## src/rtl/if_fetch_pkg.sv

```systemverilog
// Shared constants, FSM state type and immediate decoders for the fetch stage.
package if_fetch_pkg;

    localparam int AddrLen = 32;
    localparam int InstLen = 32;

    localparam logic [AddrLen-1:0] ZERO_WORD = '0;
    localparam logic TRUE  = 1'b1;
    localparam logic FALSE = 1'b0;

    localparam logic [6:0] OP_JAL    = 7'b1101111;
    localparam logic [6:0] OP_BRANCH = 7'b1100011;

    typedef enum logic [1:0] {
        ST_IDLE = 2'd0,
        ST_WAIT = 2'd1,
        ST_DROP = 2'd2,
        ST_HOLD = 2'd3
    } state_e;

    function automatic logic [AddrLen-1:0] j_imm(input logic [InstLen-1:0] inst);
        return {{11{inst[31]}}, inst[31], inst[19:12], inst[20], inst[30:21], 1'b0};
    endfunction

    function automatic logic [AddrLen-1:0] b_imm(input logic [InstLen-1:0] inst);
        return {{19{inst[31]}}, inst[31], inst[7], inst[30:25], inst[11:8], 1'b0};
    endfunction

endpackage

```

## src/rtl/if_fetch_if.sv

```systemverilog
// Memory handshake plus IF/ID-facing signals of the fetch stage.
interface if_fetch_if;
    import if_fetch_pkg::*;

    logic               mem_req;
    logic [AddrLen-1:0] mem_addr;
    logic               mem_done;
    logic [InstLen-1:0] mem_inst;
    logic               if_id_stall;
    logic               failed;
    logic [AddrLen-1:0] ex_target;
    logic [AddrLen-1:0] if_pc;
    logic [InstLen-1:0] if_inst;
    logic               pred_jump_or_not;
    logic               if_stall;

    modport master (
        input  mem_done, mem_inst, if_id_stall, failed, ex_target,
        output mem_req, mem_addr, if_pc, if_inst, pred_jump_or_not, if_stall
    );

    modport slave (
        output mem_done, mem_inst, if_id_stall, failed, ex_target,
        input  mem_req, mem_addr, if_pc, if_inst, pred_jump_or_not, if_stall
    );

endinterface

```

## src/rtl/if_fetch_static_predictor.sv

```systemverilog
// Static BTFN predictor: JAL and backward conditional branches are taken.
module if_fetch_static_predictor
    import if_fetch_pkg::*;
(
    input  logic [InstLen-1:0] inst_i,
    input  logic [AddrLen-1:0] pc_i,
    output logic               taken_o,
    output logic [AddrLen-1:0] target_o
);

    always_comb begin
        taken_o  = FALSE;
        target_o = pc_i + 32'd4;
        if (inst_i[6:0] == OP_JAL) begin
            taken_o  = TRUE;
            target_o = pc_i + j_imm(inst_i);
        end else if (inst_i[6:0] == OP_BRANCH && inst_i[31]) begin
            taken_o  = TRUE;
            target_o = pc_i + b_imm(inst_i);
        end
    end

endmodule

```

## src/rtl/if_fetch.sv

```systemverilog
// Instruction-fetch stage: one outstanding word request, static prediction,
// mispredict redirect and hold while IF/ID is stalled.
module if_fetch
    import if_fetch_pkg::*;
#(
    parameter logic [AddrLen-1:0] RESET_PC    = 32'h0,
    parameter bit                 ENABLE_PRED = 1'b1
) (
    input  logic        clk,
    input  logic        rst_n,
    input  logic        rdy,
    if_fetch_if.master  bus
);

    state_e             state_q, state_d;
    logic [AddrLen-1:0] pc_q, pc_d;
    logic [AddrLen-1:0] next_pc_q, next_pc_d;
    logic               mem_req_q, mem_req_d;
    logic [AddrLen-1:0] mem_addr_q, mem_addr_d;
    logic [AddrLen-1:0] if_pc_q, if_pc_d;
    logic [InstLen-1:0] if_inst_q, if_inst_d;
    logic               pred_q, pred_d;
    logic               if_stall_q, if_stall_d;

    logic               sp_taken;
    logic [AddrLen-1:0] sp_target;
    logic               pred_taken;
    logic [AddrLen-1:0] pred_target;

    if_fetch_static_predictor u_pred (
        .inst_i   (bus.mem_inst),
        .pc_i     (pc_q),
        .taken_o  (sp_taken),
        .target_o (sp_target)
    );

    assign pred_taken  = ENABLE_PRED ? sp_taken  : FALSE;
    assign pred_target = ENABLE_PRED ? sp_target : pc_q + 32'd4;

    always_ff @(posedge clk or negedge rst_n) begin
        if (!rst_n) begin
            state_q    <= ST_IDLE;
            pc_q       <= RESET_PC;
            next_pc_q  <= RESET_PC;
            mem_req_q  <= FALSE;
            mem_addr_q <= ZERO_WORD;
            if_pc_q    <= ZERO_WORD;
            if_inst_q  <= ZERO_WORD;
            pred_q     <= FALSE;
            if_stall_q <= TRUE;
        end else if (rdy) begin
            state_q    <= state_d;
            pc_q       <= pc_d;
            next_pc_q  <= next_pc_d;
            mem_req_q  <= mem_req_d;
            mem_addr_q <= mem_addr_d;
            if_pc_q    <= if_pc_d;
            if_inst_q  <= if_inst_d;
            pred_q     <= pred_d;
            if_stall_q <= if_stall_d;
        end
    end

    always_comb begin
        state_d = state_q;
        case (state_q)
            ST_IDLE: state_d = ST_WAIT;
            ST_WAIT: begin
                if (bus.failed)        state_d = bus.mem_done ? ST_WAIT : ST_DROP;
                else if (bus.mem_done) state_d = ST_HOLD;
            end
            ST_DROP: if (bus.mem_done) state_d = ST_WAIT;
            ST_HOLD: if (bus.failed || !bus.if_id_stall) state_d = ST_WAIT;
            default: state_d = ST_IDLE;
        endcase
    end

    always_comb begin
        pc_d       = pc_q;
        next_pc_d  = next_pc_q;
        mem_req_d  = mem_req_q;
        mem_addr_d = mem_addr_q;
        if_pc_d    = if_pc_q;
        if_inst_d  = if_inst_q;
        pred_d     = pred_q;
        if_stall_d = if_stall_q;
        case (state_q)
            ST_IDLE: begin
                mem_req_d  = TRUE;
                if_stall_d = TRUE;
                pc_d       = bus.failed ? bus.ex_target : pc_q;
                mem_addr_d = bus.failed ? bus.ex_target : pc_q;
            end
            ST_WAIT: begin
                if (bus.failed) begin
                    // An in-flight request cannot be aborted; only reissue once it returns.
                    pc_d       = bus.ex_target;
                    if_stall_d = TRUE;
                    if (bus.mem_done) begin
                        mem_req_d  = TRUE;
                        mem_addr_d = bus.ex_target;
                    end
                end else if (bus.mem_done) begin
                    if_inst_d  = bus.mem_inst;
                    if_pc_d    = pc_q;
                    if_stall_d = FALSE;
                    mem_req_d  = FALSE;
                    pred_d     = pred_taken;
                    next_pc_d  = pred_target;
                end
            end
            ST_DROP: begin
                if (bus.failed) pc_d = bus.ex_target;
                if (bus.mem_done) begin
                    mem_req_d  = TRUE;
                    mem_addr_d = bus.failed ? bus.ex_target : pc_q;
                end
            end
            ST_HOLD: begin
                if (bus.failed) begin
                    pc_d       = bus.ex_target;
                    mem_req_d  = TRUE;
                    mem_addr_d = bus.ex_target;
                    if_stall_d = TRUE;
                end else if (!bus.if_id_stall) begin
                    pc_d       = next_pc_q;
                    mem_req_d  = TRUE;
                    mem_addr_d = next_pc_q;
                    if_stall_d = TRUE;
                end
            end
            default: ;
        endcase
    end

    assign bus.mem_req          = mem_req_q;
    assign bus.mem_addr         = mem_addr_q;
    assign bus.if_pc            = if_pc_q;
    assign bus.if_inst          = if_inst_q;
    assign bus.pred_jump_or_not = pred_q;
    assign bus.if_stall         = if_stall_q;

endmodule

```

## src/flat_wrapper.sv

```systemverilog
// flat-port wrapper written by rule: the top's interface ports become plain ports
module if_fetch_flat import if_fetch_pkg::*;
#(
    parameter logic [AddrLen-1:0] RESET_PC    = 32'h0,
    parameter bit                 ENABLE_PRED = 1'b1
)
  (clk, rst_n, rdy, bus_mem_done, bus_mem_inst, bus_if_id_stall, bus_failed, bus_ex_target, bus_mem_req, bus_mem_addr, bus_if_pc, bus_if_inst, bus_pred_jump_or_not, bus_if_stall);
  if_fetch_if bus_i ();
  input  logic clk;
  input  logic rst_n;
  input  logic rdy;
  input wire logic [$bits(bus_i.mem_done)-1:0] bus_mem_done;
  input wire logic [$bits(bus_i.mem_inst)-1:0] bus_mem_inst;
  input wire logic [$bits(bus_i.if_id_stall)-1:0] bus_if_id_stall;
  input wire logic [$bits(bus_i.failed)-1:0] bus_failed;
  input wire logic [$bits(bus_i.ex_target)-1:0] bus_ex_target;
  output wire logic [$bits(bus_i.mem_req)-1:0] bus_mem_req;
  output wire logic [$bits(bus_i.mem_addr)-1:0] bus_mem_addr;
  output wire logic [$bits(bus_i.if_pc)-1:0] bus_if_pc;
  output wire logic [$bits(bus_i.if_inst)-1:0] bus_if_inst;
  output wire logic [$bits(bus_i.pred_jump_or_not)-1:0] bus_pred_jump_or_not;
  output wire logic [$bits(bus_i.if_stall)-1:0] bus_if_stall;
  assign bus_i.mem_done = bus_mem_done;
  assign bus_i.mem_inst = bus_mem_inst;
  assign bus_i.if_id_stall = bus_if_id_stall;
  assign bus_i.failed = bus_failed;
  assign bus_i.ex_target = bus_ex_target;
  assign bus_mem_req = bus_i.mem_req;
  assign bus_mem_addr = bus_i.mem_addr;
  assign bus_if_pc = bus_i.if_pc;
  assign bus_if_inst = bus_i.if_inst;
  assign bus_pred_jump_or_not = bus_i.pred_jump_or_not;
  assign bus_if_stall = bus_i.if_stall;
  if_fetch #(.RESET_PC(RESET_PC), .ENABLE_PRED(ENABLE_PRED)) u_core (.clk(clk), .rst_n(rst_n), .rdy(rdy), .bus(bus_i));
endmodule
```

## config.mk

```make
export PLATFORM = sky130hd
export DESIGN_NAME = if_fetch_flat
export DESIGN_NICKNAME = d
export VERILOG_FILES = /design/src/rtl/if_fetch_pkg.sv /design/src/rtl/if_fetch_if.sv /design/src/rtl/if_fetch_static_predictor.sv /design/src/rtl/if_fetch.sv /design/src/flat_wrapper.sv
export SDC_FILE = /design/constraint.sdc
export NUM_CORES = 1
export LEC_CHECK = 0
export ABC_AREA = 1
export ABC_CLOCK_PERIOD_IN_PS = 2640
export CORE_MARGIN = 5
export CORE_UTILIZATION = 31
export CTS_BUF_LIST = sky130_fd_sc_hd__clkbuf_4 sky130_fd_sc_hd__clkbuf_8 sky130_fd_sc_hd__clkbuf_16
export DETAILED_ROUTE_END_ITERATION = 10
export GPL_ROUTABILITY_DRIVEN = 0
export SYNTH_ARGS = -nofsm -noshare
export SYNTH_HDL_FRONTEND = slang
export SYNTH_SLANG_ARGS = --single-unit
```

## constraint.sdc

```tcl
create_clock -name clk -period 2.64 [get_ports clk]
set_input_delay 0.528 -clock clk [delete_from_list [all_inputs] [get_ports clk]]
set_output_delay 0.528 -clock clk [all_outputs]
set_load 0.05 [all_outputs]
```

==> results of run 1 <==
==> layer usage <==
layer	vias up	routed length, um	track usage [%]
met5	-	0	0
met4	0	1898	9.400
met3	97	3347	4.067
met2	540	21290	34.03
met1	6517	22150	30.01
li1	6890	-	-
==> final timing paths <==
check / startpoint / endpoint / slack, ns
hold / removal: rst_n / u_core.bus.if_inst[17]$_DFFE_PN0P_ / 0.009
min in group clk: bus_mem_inst[21] / u_core.bus.if_inst[21]$_DFFE_PN0P_ / 0.38
setup reg to reg: u_core.pc_q[14]$_DFFE_PN0P_ / u_core.next_pc_q[19]$_DFFE_PN0P_ / 0.14
setup / recovery: bus_mem_inst[31] / u_core.next_pc_q[24]$_DFFE_PN0P_ / 0.09
hold reg to reg: u_core.bus.if_inst[31]$_DFFE_PN0P_ / u_core.bus.if_inst[31]$_DFFE_PN0P_ / 0.48
max in group asynchronous: rst_n / u_core.bus.mem_addr[6]$_DFFE_PN0P_ / 1.86
==> area by class of cell <==
class                   count  area (um2)  share of cell area (%)
inverters                 205       769.5                   4.644
multi-input cells        1493        7192                   43.41
well taps                 518       648.1                   3.912
clock inverters            12       155.1                  0.9364
clock buffers              19       440.4                   2.658
flip-flops and latches    164        4106                   24.78
repair buffers            363        3257                   19.66
==> sequential cells by signal (all words and copies together), names as in the netlist <==
signal,count
u_core.bus.if_inst,32
u_core.bus.mem_req,1
u_core.bus.mem_addr,32
u_core.bus.pred_jump_or_not,1
u_core.next_pc_q,32
u_core.bus.if_stall,1
u_core.state_q,2
u_core.pc_q,32
u_core.bus.if_pc,31
==> through the flow <==
step | setup TNS, ns | hold slack [ns] | cells
after floorplan | 0 | 0.2324 | 1933
after global placement | -6.556 | 0.4622 | 2741
after detailed placement | -7.613 | 0.4670 | 2741
after CTS | 0 | 0.01267 | 2772
after global routing | -0.09937 | 0.03551 | 2774
final | 0 | 0.009015 | 2774
==> cell families after synthesis <==
logic type | after synthesis | share of synthesized area, %
flops | 164 | 33.62
simple gates | 1110 | 36.36
fa+ha+maj | 49 | 5.144
buf+inv | 276 | 8.802
xor+xnor | 18 | 1.291
compound gates | 316 | 14.79
==> power by group through the flow <==
stage	clock network, mW	logic [mW]	registers, mW
CTS	2.73	13.8	4.87
detailed placement	0	13.7	4.88
floorplan	0	5.81	7.09
global placement	0	13.6	4.89
global route	2.84	15.3	5.06
finish	2.67	14.1	4.93
==> cell usage in the layout (no fill, tap or decap), drive strengths merged <==
cell,netlist,layout
nor3,24,24
and2,1,1
dfstp,1,1
nand3b,3,3
clkinv,0,5
a21boi,1,1
a21o,1,1
fa,2,2
a41oi,32,32
nand2,763,763
xnor2,3,3
nor3b,1,1
dfrtp,163,163
a22oi,8,8
xor2,15,15
nor2,189,189
buf,22,197
o32ai,1,1
a21oi,96,96
nand4,18,18
clkdlybuf4s50,0,165
nor4,1,1
bufinv,0,3
clkbuf,49,19
a211oi,1,1
o22ai,2,2
o21bai,5,5
or2,4,4
o211ai,3,3
a31oi,33,33
o21ai,133,133
inv,205,207
nand3,106,106
dlymetal6s2s,0,1
clkinvlp,0,2
ha,47,47
==> what timing repair did <==
item / 4_1_cts / 5_1_grt
hold buffers: 0 / 0
setup buffers: 0 / 2
gates resized for setup: 0 / 31
setup endpoints to repair: 0 / 19
==> critical path, delay by kind of cell <==
kind / cells / cell delay (ns)
AO/OA/AOI/OAI: 1 / 0.21
buffers and inverters: 4 / 0.83
AND/OR/NAND/NOR: 9 / 0.94
adder cells (fa/ha/maj): 1 / 0.36
==> results_dict.tcl, run 1 <==
set metrics [dict create \
    finClkSkew_ns 0.01621 \
    hold_path.class "in2async" \
    route.detailed.drc 0 \
    routed_via_density 5.063 \
    dr.pass1.iters 6 \
    path_max_fanout 18 \
    start_kind "input port" \
    synth-seq-cells 164 \
    crit_slowest_cell "clkdlybuf4s50_1" \
    power.share.switching_pct 51.89 \
    num-nets-final 2363 \
    p_seq_share_pct 22.8 \
    crit_chain "clkdlybuf4s50_1 > buf_12 > ha_1 > nand2_1 > nor2_2 > buf_4 > inv_1 > nor2_1 > o21ai_0 > nand3_1 > nand2_1 > nand3_1 > nand2_1 > nand2_1 > nand2_1" \
    dp_slack_ns -0.4395 \
    num_vias 14044 \
    syn_to_final_growth_pct 35.69 \
    die_x_um 208.5 \
    core_um2 38830 \
    max_slew.worst_pin.slew_ns 0.6243 \
    grt_pass1_vias 13691 \
    fmax_mhz 391.8 \
    hold_violations 0 \
    irDropWorstVdd_mv 0.7462 \
    diodes 0 \
    clk_pin_slew_ns 0.08 \
    slew_headroom_pct 58.38 \
    htree_levels 4 \
    grt.total_usage_pct 21.94 \
    drive_above_1_share_pct 12.23 \
    synthArstFlopShare_pct 100.0 \
    max_cap_violations 0 \
    clockPowerShare_pct 12.3 \
    syn-num-nets 2052 \
    io_buffers 168 \
    synth-edff-count 0 \
    ys_warn_count 0 \
    yosys-top-cells-count "761 x nand2_1, 201 x inv_1, 187 x nor2_1" \
    overflow 0 \
    final_max_slew_viol_count 0 \
    cts_buffers 17 \
    yosysSeqAreaShare_pct 33.62 \
    syn_area_um2 12210 \
    clkSinkCount 164 \
    tritoncts "built" \
    rsz0062_at_grt "yes" \
    finalCritPeriodShare_pct 96.68 \
    io_pins 169 \
    power.total_mw 21.68 \
    synth_top_cell_area_share_pct 33.41 \
    synth_ff_type "dfrtp_1" \
    synth.most_common_cell "nand2_1" \
    fin_crit_ns 2.552 \
    clk_latency_ns 0.47 \
    arrival_ns 2.91 \
    dp_hpwl_um 37890 \
    ys_top_cells_by_area "dfrtp_1 33%, nand2_1 23%, inv_1 6.2%" \
    status "finished clean" \
    die_h_um 208.5 \
    path_class "in2reg" \
    power.density_nw_per_um2 1309 \
    synth.distinct_cells 41 \
    critPathCaptureType "flop" \
    start_util_pct 31.45 \
    crit_path_frequent_cell "nand2_1" \
    antenna_found_initial 0 \
    design_area_um2 16570 \
    post-route-util_pct 42.67 \
    fill_cells 4056 \
    ctsLongestPathBuffers 2 \
    netlist_instances 1933 \
    drt_wl_total_um 48690 \
    setup_ws_ns 0.08769 \
    slowest_delay_ns 0.46 \
    setup_violations 0 \
    cp.required_ns 3.00 \
    placed_cell_area_um2 15820 \
    drt_iter0_drc 1152 \
    avgSynthCellArea_um2 6.317 \
    dieArea_um2 43460 \
    p_comb_share_pct 64.9 \
    p_sw_mw 11.25 \
    cts_root_buf "clkbuf_16" \
    grt_max_degree 119 \
    p_int_mw 10.43 \
    rows 72 \
    detail-route-antenna-nets 0 \
    grt_pass1_wl_um 75670 \
    cellLeakagePower_nw 8.268 \
    wire_per_inst_um 17.55 \
    r2r_cells 8 \
    yosys.area.top_type "dfrtp_1" \
]
Note: power is estimated with default switching activity, not from simulation.
==> inputs of run 2 (changes only) <==
GPL_TIMING_DRIVEN = 0   (was not set)
==> run 2 against run 1 <==
Compared with the run above: the run now ends with negative hold slack left; count of clock-buffer cells in the layout down 2; non-clock buffer count down 112; cell count down 4.0%; die area unchanged.
==> results_dict.tcl, run 2 (synthesis results as in run 1) <==
set metrics [dict create \
    status "finished with violations" \
    violations "negative hold slack" \
    finClkSkew_ns 0.01294 \
    crit_chain "ha_1 > buf_2 > nand2_1 > nor2_1 > inv_1 > nor2_1 > nand4_1 > nand4_1 > nand3_1 > nand2_1 > inv_1 > a21oi_1" \
    clk_pin_slew_ns 0.07 \
    antenna_found_initial 0 \
    holdWs_ns -0.001364 \
    cts_buffers 17 \
    setup_ws_ns 0.06167 \
    detail-route-antenna-nets 0 \
    dr.pass1.iters 6 \
    rrSetupSlack_ns 0.06 \
    ctsLongestPathBuffers 2 \
    fin_crit_ns 2.578 \
    finalCritPeriodShare_pct 97.66 \
    overflow 0 \
    final_cell_mix "752 x nand2_1, 199 x inv_1, 180 x nor2_1" \
    num-nets-final 2251 \
    num_vias 13734 \
    dp_hpwl_um 40620 \
    clkSinkCount 164 \
    r2r-end "u_core.next_pc_q[21]$_DFFE_PN0P_" \
    die_h_um 208.5 \
    power.total_mw 20.33 \
    grt_pass1_wl_um 77150 \
    cts_root_buf "clkbuf_16" \
    io_buffers 168 \
    hold_violations 1 \
    fmax_mhz 387.8 \
    crit_slowest_cell "dfrtp_1" \
    drive_above_1_share_pct 6.340 \
    start_kind "flop" \
    path_class "reg2reg" \
    final_max_slew_viol_count 0 \
    hold_path.class "in2async" \
    arrival_ns 2.96 \
    path_max_fanout 8 \
    cp.required_ns 3.02 \
    critPathCaptureType "flop" \
    syn_to_final_growth_pct 26.80 \
    start_util_pct 31.45 \
    power.density_nw_per_um2 1313 \
    drt_wl_total_um 50540 \
    setup_violations 0 \
    htree_levels 4 \
    r2r-start "u_core.pc_q[20]$_DFFE_PN0P_" \
    dp_slack_ns -1.306 \
    core_um2 38830 \
    route.detailed.drc 0 \
    irDropWorstVdd_mv 0.8622 \
    routed_via_density 5.155 \
    tritoncts "built" \
    rows 72 \
    drt_iter0_drc 1206 \
    io_pins 169 \
    grt.total_usage_pct 22.71 \
    wire_per_inst_um 18.97 \
    die_x_um 208.5 \
    clk_latency_ns 0.46 \
    grt_max_degree 87 \
    slew_headroom_pct 50.07 \
    max_cap_violations 0 \
    slowest_delay_ns 0.49 \
    rsz0062_at_grt "yes" \
    layout_commonest_cell "nand2_1" \
    dieArea_um2 43460 \
    max_slew.worst_pin.slew_ns 0.7490 \
    cellLeakagePower_nw 7.550 \
    grt_pass1_vias 13266 \
    r2r_cells 12 \
]
[run 2: cell types whose count changed in the layout (fill, tap and decap cells not counted), moves of 4 or more]
| cell | before | now |
|---|---|---|
| buf_4 | 186 | 14 |
| clkbuf_1 | 0 | 39 |
| buf_2 | 1 | 12 |
| buf_12 | 9 | 0 |
| clkbuf_2 | 0 | 9 |
| ha_2 | 2 | 7 |
| nand2_1 | 757 | 752 |
| ha_4 | 5 | 1 |
| nand2_2 | 6 | 10 |
[run 2: worst max path at each step]
| stage | start | end | slack, ns | cells after the start |
|---|---|---|---|---|
| global placement | rst_n | u_core.bus.if_inst[0]$_DFFE_PN0P_ | -5.95 | 1 |
| detailed placement | bus_mem_inst[31] | u_core.next_pc_q[28]$_DFFE_PN0P_ | -1.31 | 16 |
| finish | u_core.pc_q[20]$_DFFE_PN0P_ | u_core.next_pc_q[21]$_DFFE_PN0P_ | 0.06 | 12 |
| floorplan | bus_mem_inst[21] | u_core.next_pc_q[23]$_DFFE_PN0P_ | 0.32 | 15 |
| global route | bus_mem_inst[5] | u_core.next_pc_q[23]$_DFFE_PN0P_ | -0.03 | 10 |
| CTS | u_core.state_q[0]$_DFFE_PN0P_ | u_core.bus.mem_addr[3]$_DFFE_PN0P_ | -0.03 | 12 |
[run 2: layout make-up]
class | instances | area, um2
fillers | 4081 | 23340
multi-input cells | 1493 | 7216
flip-flops and latches | 164 | 4105
repair buffers | 181 | 1804
inverters | 205 | 769.5
well taps | 518 | 648.1
clock buffers | 17 | 425.4
plain buffers | 70 | 329.1
clock inverters | 15 | 182.7
diodes | 1 | 2.502
[run 2: power breakdown]
group	total, mW	leakage (nW)	switching [mW]	internal [mW]
registers	4.96	1.95	1.22	3.74
clock network	2.65	0.291	1.16	1.50
logic	12.7	5.31	8.67	4.05
total	20.3	7.55	11.0	9.28
[run 2: timing repair]
action,4_1_cts,5_1_grt
pin swaps,4,2
setup buffers,8,4
setup endpoints to repair,100,91
hold buffers,0,0
resized for setup,25,60
[run 2: routing by layer]
| metal | vias to the layer above | GRT usage, % | routed length, um | share of wire, % |
|---|---|---|---|---|
| li1 | 6681 | - | - | - |
| met1 | 6291 | 30.12 | 21780 | 43 |
| met2 | 626 | 36.13 | 22250 | 44 |
| met3 | 136 | 3.841 | 3764 | 7.4 |
| met4 | 0 | 10.74 | 2745 | 5.4 |
| met5 | - | 0 | 0 | 0 |
[run 2: critical path: cells and delay by family, from the launching register on]
family,cells,cell delay [ns]
AND/OR/NAND/NOR,7,1.23
adder cells (fa/ha/maj),1,0.32
buffers and inverters,3,0.33
AO/OA/AOI/OAI,1,0.13
flip-flops,1,0.49
[run 2: through the flow]
stage	TNS, ns	utilization (%)	hold WS (ns)	std cells	area [um2]
finish	0	39.88	-0.001364	2664	15480
global route	-0.06687	39.87	0.07144	2663	15480
CTS	-0.09157	39.38	0.04380	2660	15290
detailed placement	-73.75	37.53	0.4651	2620	14570
global placement	-1044.07	37.45	0.4614	2619	14540
floorplan	0	-	0.2324	1933	12210
